--- src/rtl/ebi_master_if.sv ---
// Request/completion handshake plus the external bus pins of the EBI master.
// The master modport is the controller's view; slave is the request source and external device.
interface ebi_master_if;
    logic        req_valid;
    logic        req_ready;
    logic        req_wr;
    logic [23:0] req_addr;
    logic [31:0] req_wdata;
    logic [3:0]  req_be;
    logic        done;
    logic [31:0] rdata;
    logic        cs_n;
    logic        oe_n;
    logic        rd_wr;
    logic [3:0]  we_n;
    logic [23:0] ebi_addr;
    logic [31:0] ebi_data_o;
    logic        ebi_data_oe;
    logic [31:0] ebi_data_i;

    modport master (
        input  req_valid, req_wr, req_addr, req_wdata, req_be, ebi_data_i,
        output req_ready, done, rdata, cs_n, oe_n, rd_wr, we_n,
               ebi_addr, ebi_data_o, ebi_data_oe
    );

    modport slave (
        output req_valid, req_wr, req_addr, req_wdata, req_be, ebi_data_i,
        input  req_ready, done, rdata, cs_n, oe_n, rd_wr, we_n,
               ebi_addr, ebi_data_o, ebi_data_oe
    );
endinterface

--- src/rtl/ebi_master.sv ---
// Asynchronous external bus master: one request at a time sequenced through
// setup / strobe / hold / turnaround phases; every pin is driven from a flop.
module ebi_master #(
    parameter int SETUP_CYC  = 1,
    parameter int STROBE_CYC = 3,
    parameter int HOLD_CYC   = 1,
    parameter int TURN_CYC   = 1
) (
    input  logic         clk,
    input  logic         rst_n,
    ebi_master_if.master bus
);
    localparam logic [2:0] ST_IDLE   = 3'd0;
    localparam logic [2:0] ST_SETUP  = 3'd1;
    localparam logic [2:0] ST_STROBE = 3'd2;
    localparam logic [2:0] ST_HOLD   = 3'd3;
    localparam logic [2:0] ST_TURN   = 3'd4;

    // Counter reload values: a phase of N cycles loads N-1; zero-length phases last one cycle.
    localparam logic [7:0] SETUP_LD  = (SETUP_CYC  > 1) ? 8'(SETUP_CYC  - 1) : 8'd0;
    localparam logic [7:0] STROBE_LD = (STROBE_CYC > 1) ? 8'(STROBE_CYC - 1) : 8'd0;
    localparam logic [7:0] HOLD_LD   = (HOLD_CYC   > 1) ? 8'(HOLD_CYC   - 1) : 8'd0;
    localparam logic [7:0] TURN_LD   = (TURN_CYC   > 1) ? 8'(TURN_CYC   - 1) : 8'd0;

    logic [2:0]  r_state;
    logic [7:0]  r_cnt;
    logic        r_wr;
    logic [3:0]  r_be;
    logic        r_cs_n;
    logic        r_oe_n;
    logic        r_rd_wr;
    logic [3:0]  r_we_n;
    logic [23:0] r_addr;
    logic [31:0] r_data_o;
    logic        r_data_oe;
    logic [31:0] r_rdata;
    logic        r_done;
    logic        w_cnt_zero;

    assign w_cnt_zero = (r_cnt == 8'd0);

    always_ff @(posedge clk or negedge rst_n) begin
        if (!rst_n) begin
            r_state   <= ST_IDLE;
            r_cnt     <= 8'd0;
            r_wr      <= 1'b0;
            r_be      <= 4'h0;
            r_cs_n    <= 1'b1;
            r_oe_n    <= 1'b1;
            r_rd_wr   <= 1'b1;
            r_we_n    <= 4'hF;
            r_addr    <= 24'd0;
            r_data_o  <= 32'd0;
            r_data_oe <= 1'b0;
            r_rdata   <= 32'd0;
            r_done    <= 1'b0;
        end else begin
            r_done <= 1'b0;
            case (r_state)
                ST_IDLE: begin
                    if (bus.req_valid) begin
                        r_wr <= bus.req_wr;
                        r_be <= bus.req_be;
                        // An all-zero byte mask completes through a single quiet TURN cycle.
                        if (bus.req_wr && (bus.req_be == 4'h0)) begin
                            r_state <= ST_TURN;
                            r_cnt   <= 8'd0;
                        end else begin
                            r_state   <= ST_SETUP;
                            r_cnt     <= SETUP_LD;
                            r_cs_n    <= 1'b0;
                            r_rd_wr   <= ~bus.req_wr;
                            r_addr    <= bus.req_addr;
                            r_data_o  <= bus.req_wdata;
                            r_data_oe <= bus.req_wr;
                        end
                    end
                end
                ST_SETUP: begin
                    if (w_cnt_zero) begin
                        r_state <= ST_STROBE;
                        r_cnt   <= STROBE_LD;
                        if (r_wr) begin
                            r_we_n <= ~r_be;
                        end else begin
                            r_oe_n <= 1'b0;
                        end
                    end else begin
                        r_cnt <= r_cnt - 8'd1;
                    end
                end
                ST_STROBE: begin
                    if (w_cnt_zero) begin
                        r_state <= ST_HOLD;
                        r_cnt   <= HOLD_LD;
                        r_we_n  <= 4'hF;
                        r_oe_n  <= 1'b1;
                        if (!r_wr) begin
                            r_rdata <= bus.ebi_data_i;
                        end
                    end else begin
                        r_cnt <= r_cnt - 8'd1;
                    end
                end
                ST_HOLD: begin
                    if (w_cnt_zero) begin
                        r_cs_n    <= 1'b1;
                        r_rd_wr   <= 1'b1;
                        r_data_oe <= 1'b0;
                        if (r_wr) begin
                            r_state <= ST_IDLE;
                            r_done  <= 1'b1;
                        end else begin
                            r_state <= ST_TURN;
                            r_cnt   <= TURN_LD;
                        end
                    end else begin
                        r_cnt <= r_cnt - 8'd1;
                    end
                end
                ST_TURN: begin
                    if (w_cnt_zero) begin
                        r_state <= ST_IDLE;
                        r_done  <= 1'b1;
                    end else begin
                        r_cnt <= r_cnt - 8'd1;
                    end
                end
                default: begin
                    r_state <= ST_IDLE;
                    r_cnt   <= 8'd0;
                end
            endcase
        end
    end

    assign bus.req_ready   = (r_state == ST_IDLE);
    assign bus.done        = r_done;
    assign bus.rdata       = r_rdata;
    assign bus.cs_n        = r_cs_n;
    assign bus.oe_n        = r_oe_n;
    assign bus.rd_wr       = r_rd_wr;
    assign bus.we_n        = r_we_n;
    assign bus.ebi_addr    = r_addr;
    assign bus.ebi_data_o  = r_data_o;
    assign bus.ebi_data_oe = r_data_oe;
endmodule

--- src/flat_wrapper.sv ---
// flat-port wrapper written by rule: the top's interface ports become plain ports
module ebi_master_flat 
#(
    parameter int SETUP_CYC  = 1,
    parameter int STROBE_CYC = 3,
    parameter int HOLD_CYC   = 1,
    parameter int TURN_CYC   = 1
)
  (clk, rst_n, bus_req_valid, bus_req_wr, bus_req_addr, bus_req_wdata, bus_req_be, bus_ebi_data_i, bus_req_ready, bus_done, bus_rdata, bus_cs_n, bus_oe_n, bus_rd_wr, bus_we_n, bus_ebi_addr, bus_ebi_data_o, bus_ebi_data_oe);
  ebi_master_if bus_i ();
  input  logic clk;
  input  logic rst_n;
  input wire logic [$bits(bus_i.req_valid)-1:0] bus_req_valid;
  input wire logic [$bits(bus_i.req_wr)-1:0] bus_req_wr;
  input wire logic [$bits(bus_i.req_addr)-1:0] bus_req_addr;
  input wire logic [$bits(bus_i.req_wdata)-1:0] bus_req_wdata;
  input wire logic [$bits(bus_i.req_be)-1:0] bus_req_be;
  input wire logic [$bits(bus_i.ebi_data_i)-1:0] bus_ebi_data_i;
  output wire logic [$bits(bus_i.req_ready)-1:0] bus_req_ready;
  output wire logic [$bits(bus_i.done)-1:0] bus_done;
  output wire logic [$bits(bus_i.rdata)-1:0] bus_rdata;
  output wire logic [$bits(bus_i.cs_n)-1:0] bus_cs_n;
  output wire logic [$bits(bus_i.oe_n)-1:0] bus_oe_n;
  output wire logic [$bits(bus_i.rd_wr)-1:0] bus_rd_wr;
  output wire logic [$bits(bus_i.we_n)-1:0] bus_we_n;
  output wire logic [$bits(bus_i.ebi_addr)-1:0] bus_ebi_addr;
  output wire logic [$bits(bus_i.ebi_data_o)-1:0] bus_ebi_data_o;
  output wire logic [$bits(bus_i.ebi_data_oe)-1:0] bus_ebi_data_oe;
  assign bus_i.req_valid = bus_req_valid;
  assign bus_i.req_wr = bus_req_wr;
  assign bus_i.req_addr = bus_req_addr;
  assign bus_i.req_wdata = bus_req_wdata;
  assign bus_i.req_be = bus_req_be;
  assign bus_i.ebi_data_i = bus_ebi_data_i;
  assign bus_req_ready = bus_i.req_ready;
  assign bus_done = bus_i.done;
  assign bus_rdata = bus_i.rdata;
  assign bus_cs_n = bus_i.cs_n;
  assign bus_oe_n = bus_i.oe_n;
  assign bus_rd_wr = bus_i.rd_wr;
  assign bus_we_n = bus_i.we_n;
  assign bus_ebi_addr = bus_i.ebi_addr;
  assign bus_ebi_data_o = bus_i.ebi_data_o;
  assign bus_ebi_data_oe = bus_i.ebi_data_oe;
  ebi_master #(.SETUP_CYC(SETUP_CYC), .STROBE_CYC(STROBE_CYC), .HOLD_CYC(HOLD_CYC), .TURN_CYC(TURN_CYC)) u_core (.clk(clk), .rst_n(rst_n), .bus(bus_i));
endmodule
--- config.mk ---
export PLATFORM = sky130hd
export DESIGN_NAME = ebi_master_flat
export DESIGN_NICKNAME = d
export VERILOG_FILES = /design/src/rtl/ebi_master_if.sv /design/src/rtl/ebi_master.sv /design/src/flat_wrapper.sv
export SDC_FILE = /design/constraint.sdc
export NUM_CORES = 1
export LEC_CHECK = 0
export ABC_CLOCK_PERIOD_IN_PS = 2200
export CORE_UTILIZATION = 25
export CTS_CLUSTER_SIZE = 24
export DETAILED_ROUTE_END_ITERATION = 10
export SYNTH_ARGS = -nofsm -noshare
export SYNTH_HDL_FRONTEND = slang
export SYNTH_SLANG_ARGS = --single-unit
--- constraint.sdc ---
create_clock -name clk -period 2.2 [get_ports clk]
set_clock_uncertainty 0.05 [all_clocks]
set_input_delay 0.66 -clock clk [delete_from_list [all_inputs] [get_ports clk]]
set_output_delay 0.66 -clock clk [all_outputs]
set_load 0.02 [all_outputs]
==> metrics, run 1 <==
Worst-Skew Late Latency about 410 ps; Fin. Hold Viols 0; final setup violating endpoints 0; CP required around 2400 ps; slowest CP cell or4_4; # diodes 0; Clock Sinks about 110; RSZ-0062 raised after global routing yes; fin cells 789; Die X around 140 um; Worst Path Buf+Inv 2; Max Fclk approximately 460 MHz; outcome completed; clk root buf clkbuf_16; core area ~19000 um^2; largest net degree at the start of global routing around 110; CTS tree done; dpl cells about 760; CP Data Arrival Time ~2400 ps; Std-Cell Rows 50; via count about 3500; most frequent cells after synthesis dfrtp_1 (106), mux2_2 (63), mux2_4 (30); worst-path maximum fanout 32; port buffer count slightly below 200; setup TNS 0 ps; WS Path Type reg -> reg; layout cells sized above 1 between 30% and 40%; drt initial violations just under 70; Power, Total 5660 uW; HP Class reg -> reg; final worst path period share approximately 100%; antenna violations before repair 0; CP max stage delay about 500 ps; Syn Nets about 420; synthesized area per cell roughly 15 um^2; first-pass GRT wire length around 20 mm; Clock Path Buffers 2; Post-Syn Area 4800 um^2; Overflow after GRT 0; top cell type's share of synthesized area a little under three fifths; Crit path max-delay family simple AND/OR/NAND/NOR gates; Worst setup SP type flop; number of enable flip-flop cells after synthesis 0; synth top area cells dfrtp_1 (55%), mux2_2 (15%), mux2_4 (9.4%); routed len/inst between 15 and 20 um; Synth Register Bits around 110; Worst VDD drop about 0.00049 V; Slew HR between 50% and 60%; Die Area 19700 um^2; Synth Flop Type dfrtp_1; Starting Density approximately a quarter; most area-hungry cell type in the Yosys netlist dfrtp_1; DRT Pass-1 Iters 4; Nets 640; power per cell area 729 nW/um^2; worst-margin pin slew roughly 670 ps; routed vias/inst around 4.4; cell count after synthesis 319; P_leak between 0.003 and 0.004 uW; vias in the first global route roughly 4000; htree depth 4; max cap viols 0; post-DP HPWL 8.55 mm; Placed Area between 7000 and 8000 um^2; I/O Pins between 150 and 200; post-route minimum period approximately 2200 ps; area grow syn2layout 61.7%; total CTS buffers 17; total track usage approximately an eighth; ys async rst share 100%; Antenna Violating Nets Remaining 0; Synth Warn # 0; Unique masters post-synth 51; Worst Setup End Kind flop; # DRC 0; final instance area 7760 um^2; crit-path cells inv_2, ha_4, nor3b_4, nand2_4, or4_4, buf_12, mux2_4; Final GP Congestion about 0.82; most common cell in the netlist dfrtp_1; WL final between 10 and 15 mm; overall die height approximately 140 um; Slew Limit Fails 0; Reg clk slew, reported paths about 60 ps; Finished Core Util between 40 and 50%; sequential-to-total area share from yosys stat 59.1%
layer usage:
layer  up-vias  track usage (%)  wire (um)
li1       1609                -          -
met1      1730             15.1       4990
met2       149             22.2       6110
met3        18             5.71       1020
met4         0             5.43        205
met5         -                0          0
power breakdown:
| part | internal [uW] | switching [uW] |
|---|---|---|
| Combinational | 381 | 247 |
| Sequential | 2180 | 55.0 |
| Clock | 1810 | 991 |
| Total | 4360 | 1290 |
timing repair:
item / 4_1_cts / 5_1_grt
endpoints found under the hold margin: 3 / 0
pin swaps: 0 / 2
gates resized for setup: 8 / 6
buffers inserted: 1 / 0
hold buffers: 1 / 0
endpoints found under the setup margin: 35 / 78
per-stage QoR:
stage / hold slack, ps / setup WS (ps)
6_report: 370 / 2.25
5_1_grt: 384 / -76.1
4_1_cts: 362 / 0.590
3_5_place_dp: 360 / -386
3_3_place_gp: 341 / -327
2_1_floorplan: 314 / 22.1
registers in the layout, indices dropped and copies added, names as in the netlist, 3 cells and up:
signal,flops
u_core.bus.ebi_data_o,32
u_core.bus.rdata,32
u_core.bus.ebi_addr,24
u_core.r_cnt,8
u_core.bus.we_n,4
u_core.r_be,4
u_core.r_state,3
logic make-up after synthesis:
family	count (synthesis)	share of synthesized area, %
adders and majority gates	2	0.522
buffers and inverters	23	3.16
and+or+nand+nor	45	5.92
DFF	113	59.1
muxes	94	24.4
xor gates and xnor gates	3	0.548
AOI/OAI and AO/OA	39	6.34
final timing paths:
path	depth (start not counted)	slack (ps)	start	end
max in group asynchronous	3	730	rst_n	u_core.r_state[2]$_DFFE_PN0P_
min in group asynchronous	2	540	rst_n	u_core.bus.rdata[12]$_DFFE_PN0P_
setup reg to reg	7	2	u_core.r_cnt[0]$_DFFE_PN0P_	u_core.bus.rdata[23]$_DFFE_PN0P_
hold / removal	1	370	u_core.r_be[0]$_DFFE_PN0P_	u_core.bus.we_n[0]$_DFFE_PN1P_
hold reg to reg	1	370	u_core.r_be[0]$_DFFE_PN0P_	u_core.bus.we_n[0]$_DFFE_PN1P_
setup / recovery	7	2	u_core.r_cnt[0]$_DFFE_PN0P_	u_core.bus.rdata[23]$_DFFE_PN0P_
worst reg2reg max path: stages, from the launching register on:
cell,delay [ps]
dfrtp_1,400
inv_2,110
ha_4,150
nor3b_4,240
nand2_4,70
or4_4,500
buf_12,190
mux2_4,370
cell type report:
cell class	count	area, um^2
fill	1760	11000
sequential	113	2840
timing repair buffer	218	2140
multi-input combinational	183	1850
clock buffer	19	443
tap	234	293
clock inverter	13	161
inverter	9	33.8
cells in the final DEF, fill, tap and decap left out, drive strengths merged, types with 2 or more instances in the layout:
cell type and n:
bufinv 3, a31oi 2, clkinv 5, o21ai 5, mux2 93, clkdlybuf4s50 184
a2bb2oi 6, o31a 2, o22ai 4, nor3 5, nor4 4, o211ai 2
o2bb2ai 2, or3b 3, buf 25, nor2 8, clkinvlp 4, or4 5
nand3 3, dfrtp 106, inv 10, a211oi 4, clkbuf 20, xnor2 3
dfstp 7, nor4b 2, a2111oi 2, nand2 10, dlygate4sd2 7, ha 2
No activity file was read; power rests on OpenSTA's default activity.
==> run 2, diff against run 1 <==
--- a/config.mk
+++ b/config.mk
@@ -9,6 +9,7 @@
 export CORE_UTILIZATION = 25
 export CTS_CLUSTER_SIZE = 24
 export DETAILED_ROUTE_END_ITERATION = 10
+export PLACE_DENSITY = 0.5
 export SYNTH_ARGS = -nofsm -noshare
 export SYNTH_HDL_FRONTEND = slang
 export SYNTH_SLANG_ARGS = --single-unit
==> run 2 against run 1 <==
  * Critical path depth unchanged
  * Combinational power about the same
  * Final area rose by 1.9%
  * Sequential power about the same
  * Highest routed layer unchanged
==> metrics, run 2 (synthesized netlist as in run 1, its figures left out) <==
area grow syn2layout 64.7%; hold buffer count at cts 0 (-1); reg-to-reg critical path startpoint u_core.r_cnt[1]$_DFFE_PN0P_; htree depth 4 (unchanged); post-DP HPWL 8.82 mm (+3.1%); met3 WL post-DR 1.24 mm (+21%); Slew Limit Fails 0 (unchanged); total track usage 13.6% (+0.23 points); CP required 2440 ps (about the same); core area 18800 um^2 (unchanged); most frequent cells in the layout clkdlybuf4s50_1 (183), dfrtp_1 (106), mux2_2 (63), mux2_4 (30), buf_4 (30); CTS tree done; Std-Cell Rows 50 (unchanged); flop2flop setup slack 50 ps (+50 ps); overall die height 141 um (unchanged); largest net degree at the start of global routing 114 (+2.7%); area of the multi-input gates 1850 um^2 (about the same); uppermost layer routed met4; HP Class in -> async; DRT Pass-1 Iters 4 (unchanged); Nets 651 (+1.7%); Sequential Area 2840 um^2 (unchanged); Reg clk slew, reported paths 50 ps (about the same); Clock Sinks 113 (unchanged); Reg-to-Reg End u_core.bus.rdata[26]$_DFFE_PN0P_; Starting Density 25.6% (unchanged); final setup violating endpoints 0 (unchanged); # DRC 0 (unchanged); Slew HR 51.3% (-4.3 points); commonest non-fill, non-tap cell in the layout clkdlybuf4s50_1; Die Area 19700 um^2 (unchanged); I/O Pins 194 (unchanged); outcome completed; Clock Path Buffers 2 (unchanged); fin cells 800 (+1.4%); routed wl met2 6.36 mm (+4.2%); total CTS buffers 17 (unchanged); layout cells sized above 1 32.9% (+1.2 points); Worst setup SP type flop; first-pass GRT wire length 20.5 mm (+0.78%); CP Data Arrival Time 2390 ps (-50 ps); Die X 141 um (unchanged); via count 3563 (+1.6%); WL final 13.1 mm (+6.0%); Fin. Hold Viols 0 (unchanged); crit-path cells inv_2, ha_4, nor3b_4, nand2_4, or4_4, clkbuf_16, mux2_4; post-route minimum period 2150 ps (-45.2 ps); slowest CP cell or4_4; dpl cells 760 (+0.66%); setup slack after layout 47.5 ps (+45.2 ps); Max Fclk 465 MHz (+2.1%); clk root buf clkbuf_16; worst-margin pin slew 730 ps (+64.4 ps); R2R depth 7 (unchanged); routed len/inst 16.3 um (+4.5%); P_leak 0.00353 uW (+3.0%); CP max stage delay 510 ps (about the same); Worst Path Buf+Inv 2 (unchanged); Antenna Violating Nets Remaining 0 (unchanged); # diodes 0 (unchanged); Worst-Skew Late Latency 410 ps (about the same); Crit path max-delay family simple AND/OR/NAND/NOR gates; Met1 Routed Length 5.26 mm (+5.5%); WS Path Type reg -> reg; final worst path period share 97.8% (-2.1 points); routed vias/inst 4.45 (+0.23%); Power, Total 5680 uW (+0.31%); Final GP Congestion 0.768 (-6.2%); fill cell count 1727 (-1.9%); power per cell area 718 nW/um^2 (-1.5%); Worst Setup End Kind flop; pre-CTS WS -414 ps (-27.7 ps); vias in the first global route 3828 (-3.1%); worst-path maximum fanout 8 (-75%); Worst VDD drop 0.000499 V (+2.4%); antenna violations before repair 0 (unchanged); beginning of the critical path u_core.r_cnt[1]$_DFFE_PN0P_; port buffer count 193 (unchanged); Overflow after GRT 0 (unchanged); drt initial violations 158 (+130%); max cap viols 0 (unchanged)
[run 2: area by class of cell]
class | count | share of cell area [%]
Clock buffer | 20 | 5.65
Clock inverter | 12 | 2.00
Inverter | 9 | 0.428
Multi-Input combinational cell | 183 | 23.4
Sequential cell | 113 | 35.9
Tap cell | 234 | 3.71
Timing Repair Buffer | 229 | 29.0
[run 2: worst reg2reg max path, cell delays in order (launching register included)]
cell and delay (ps):
dfrtp_1 410, inv_2 100, ha_4 140, nor3b_4 230, nand2_4 60, or4_4 510, clkbuf_16 220, mux2_4 300
[run 2: report_power, final]
| part | internal, uW | switching [uW] | total (uW) |
|---|---|---|---|
| Clock | 1810 | 1010 | 2820 |
| Combinational | 379 | 247 | 626 |
| Sequential | 2180 | 52.9 | 2230 |
[run 2: routing by layer]
metal,vias to the layer above,global-route usage (%)
met3,15,6.50
met2,155,21.4
met1,1757,15.8
met5,-,0
met4,0,5.78
li1,1636,-
[run 2: repair_timing]
| action | CTS | global route |
|---|---|---|
| gates cloned | 0 | 3 |
| pin swaps | 0 | 3 |
| gates resized for setup | 8 | 6 |
| hold endpoints to repair | 0 | 0 |
| endpoints found under the setup margin | 10 | 58 |
| setup buffers | 1 | 4 |
[run 2: how the worst max path moves through the flow]
stage                                            endpoint  slack, ps  cells after the start
floorplan                 u_core.bus.rdata[0]$_DFFE_PN0P_         20                      8
global placement    u_core.bus.ebi_data_o[12]$_DFFE_PN0P_       -360                      5
detailed placement   u_core.bus.ebi_data_o[5]$_DFFE_PN0P_       -410                      5
CTS                                         bus_req_ready         20                      2
global route                                bus_req_ready         -7                      2
finish                   u_core.bus.rdata[26]$_DFFE_PN0P_         50                      7
[run 2: metrics by stage]
step	instance area [um^2]	utilization [%]	hold slack, ps	setup TNS, ps
finish	7900	42.1	198	0
detailed placement	7190	38.3	351	-22980
floorplan	4820	-	314	0
CTS	7790	41.5	319	0
global route	7900	42.1	332	-11.1
global placement	7190	38.3	341	-20250
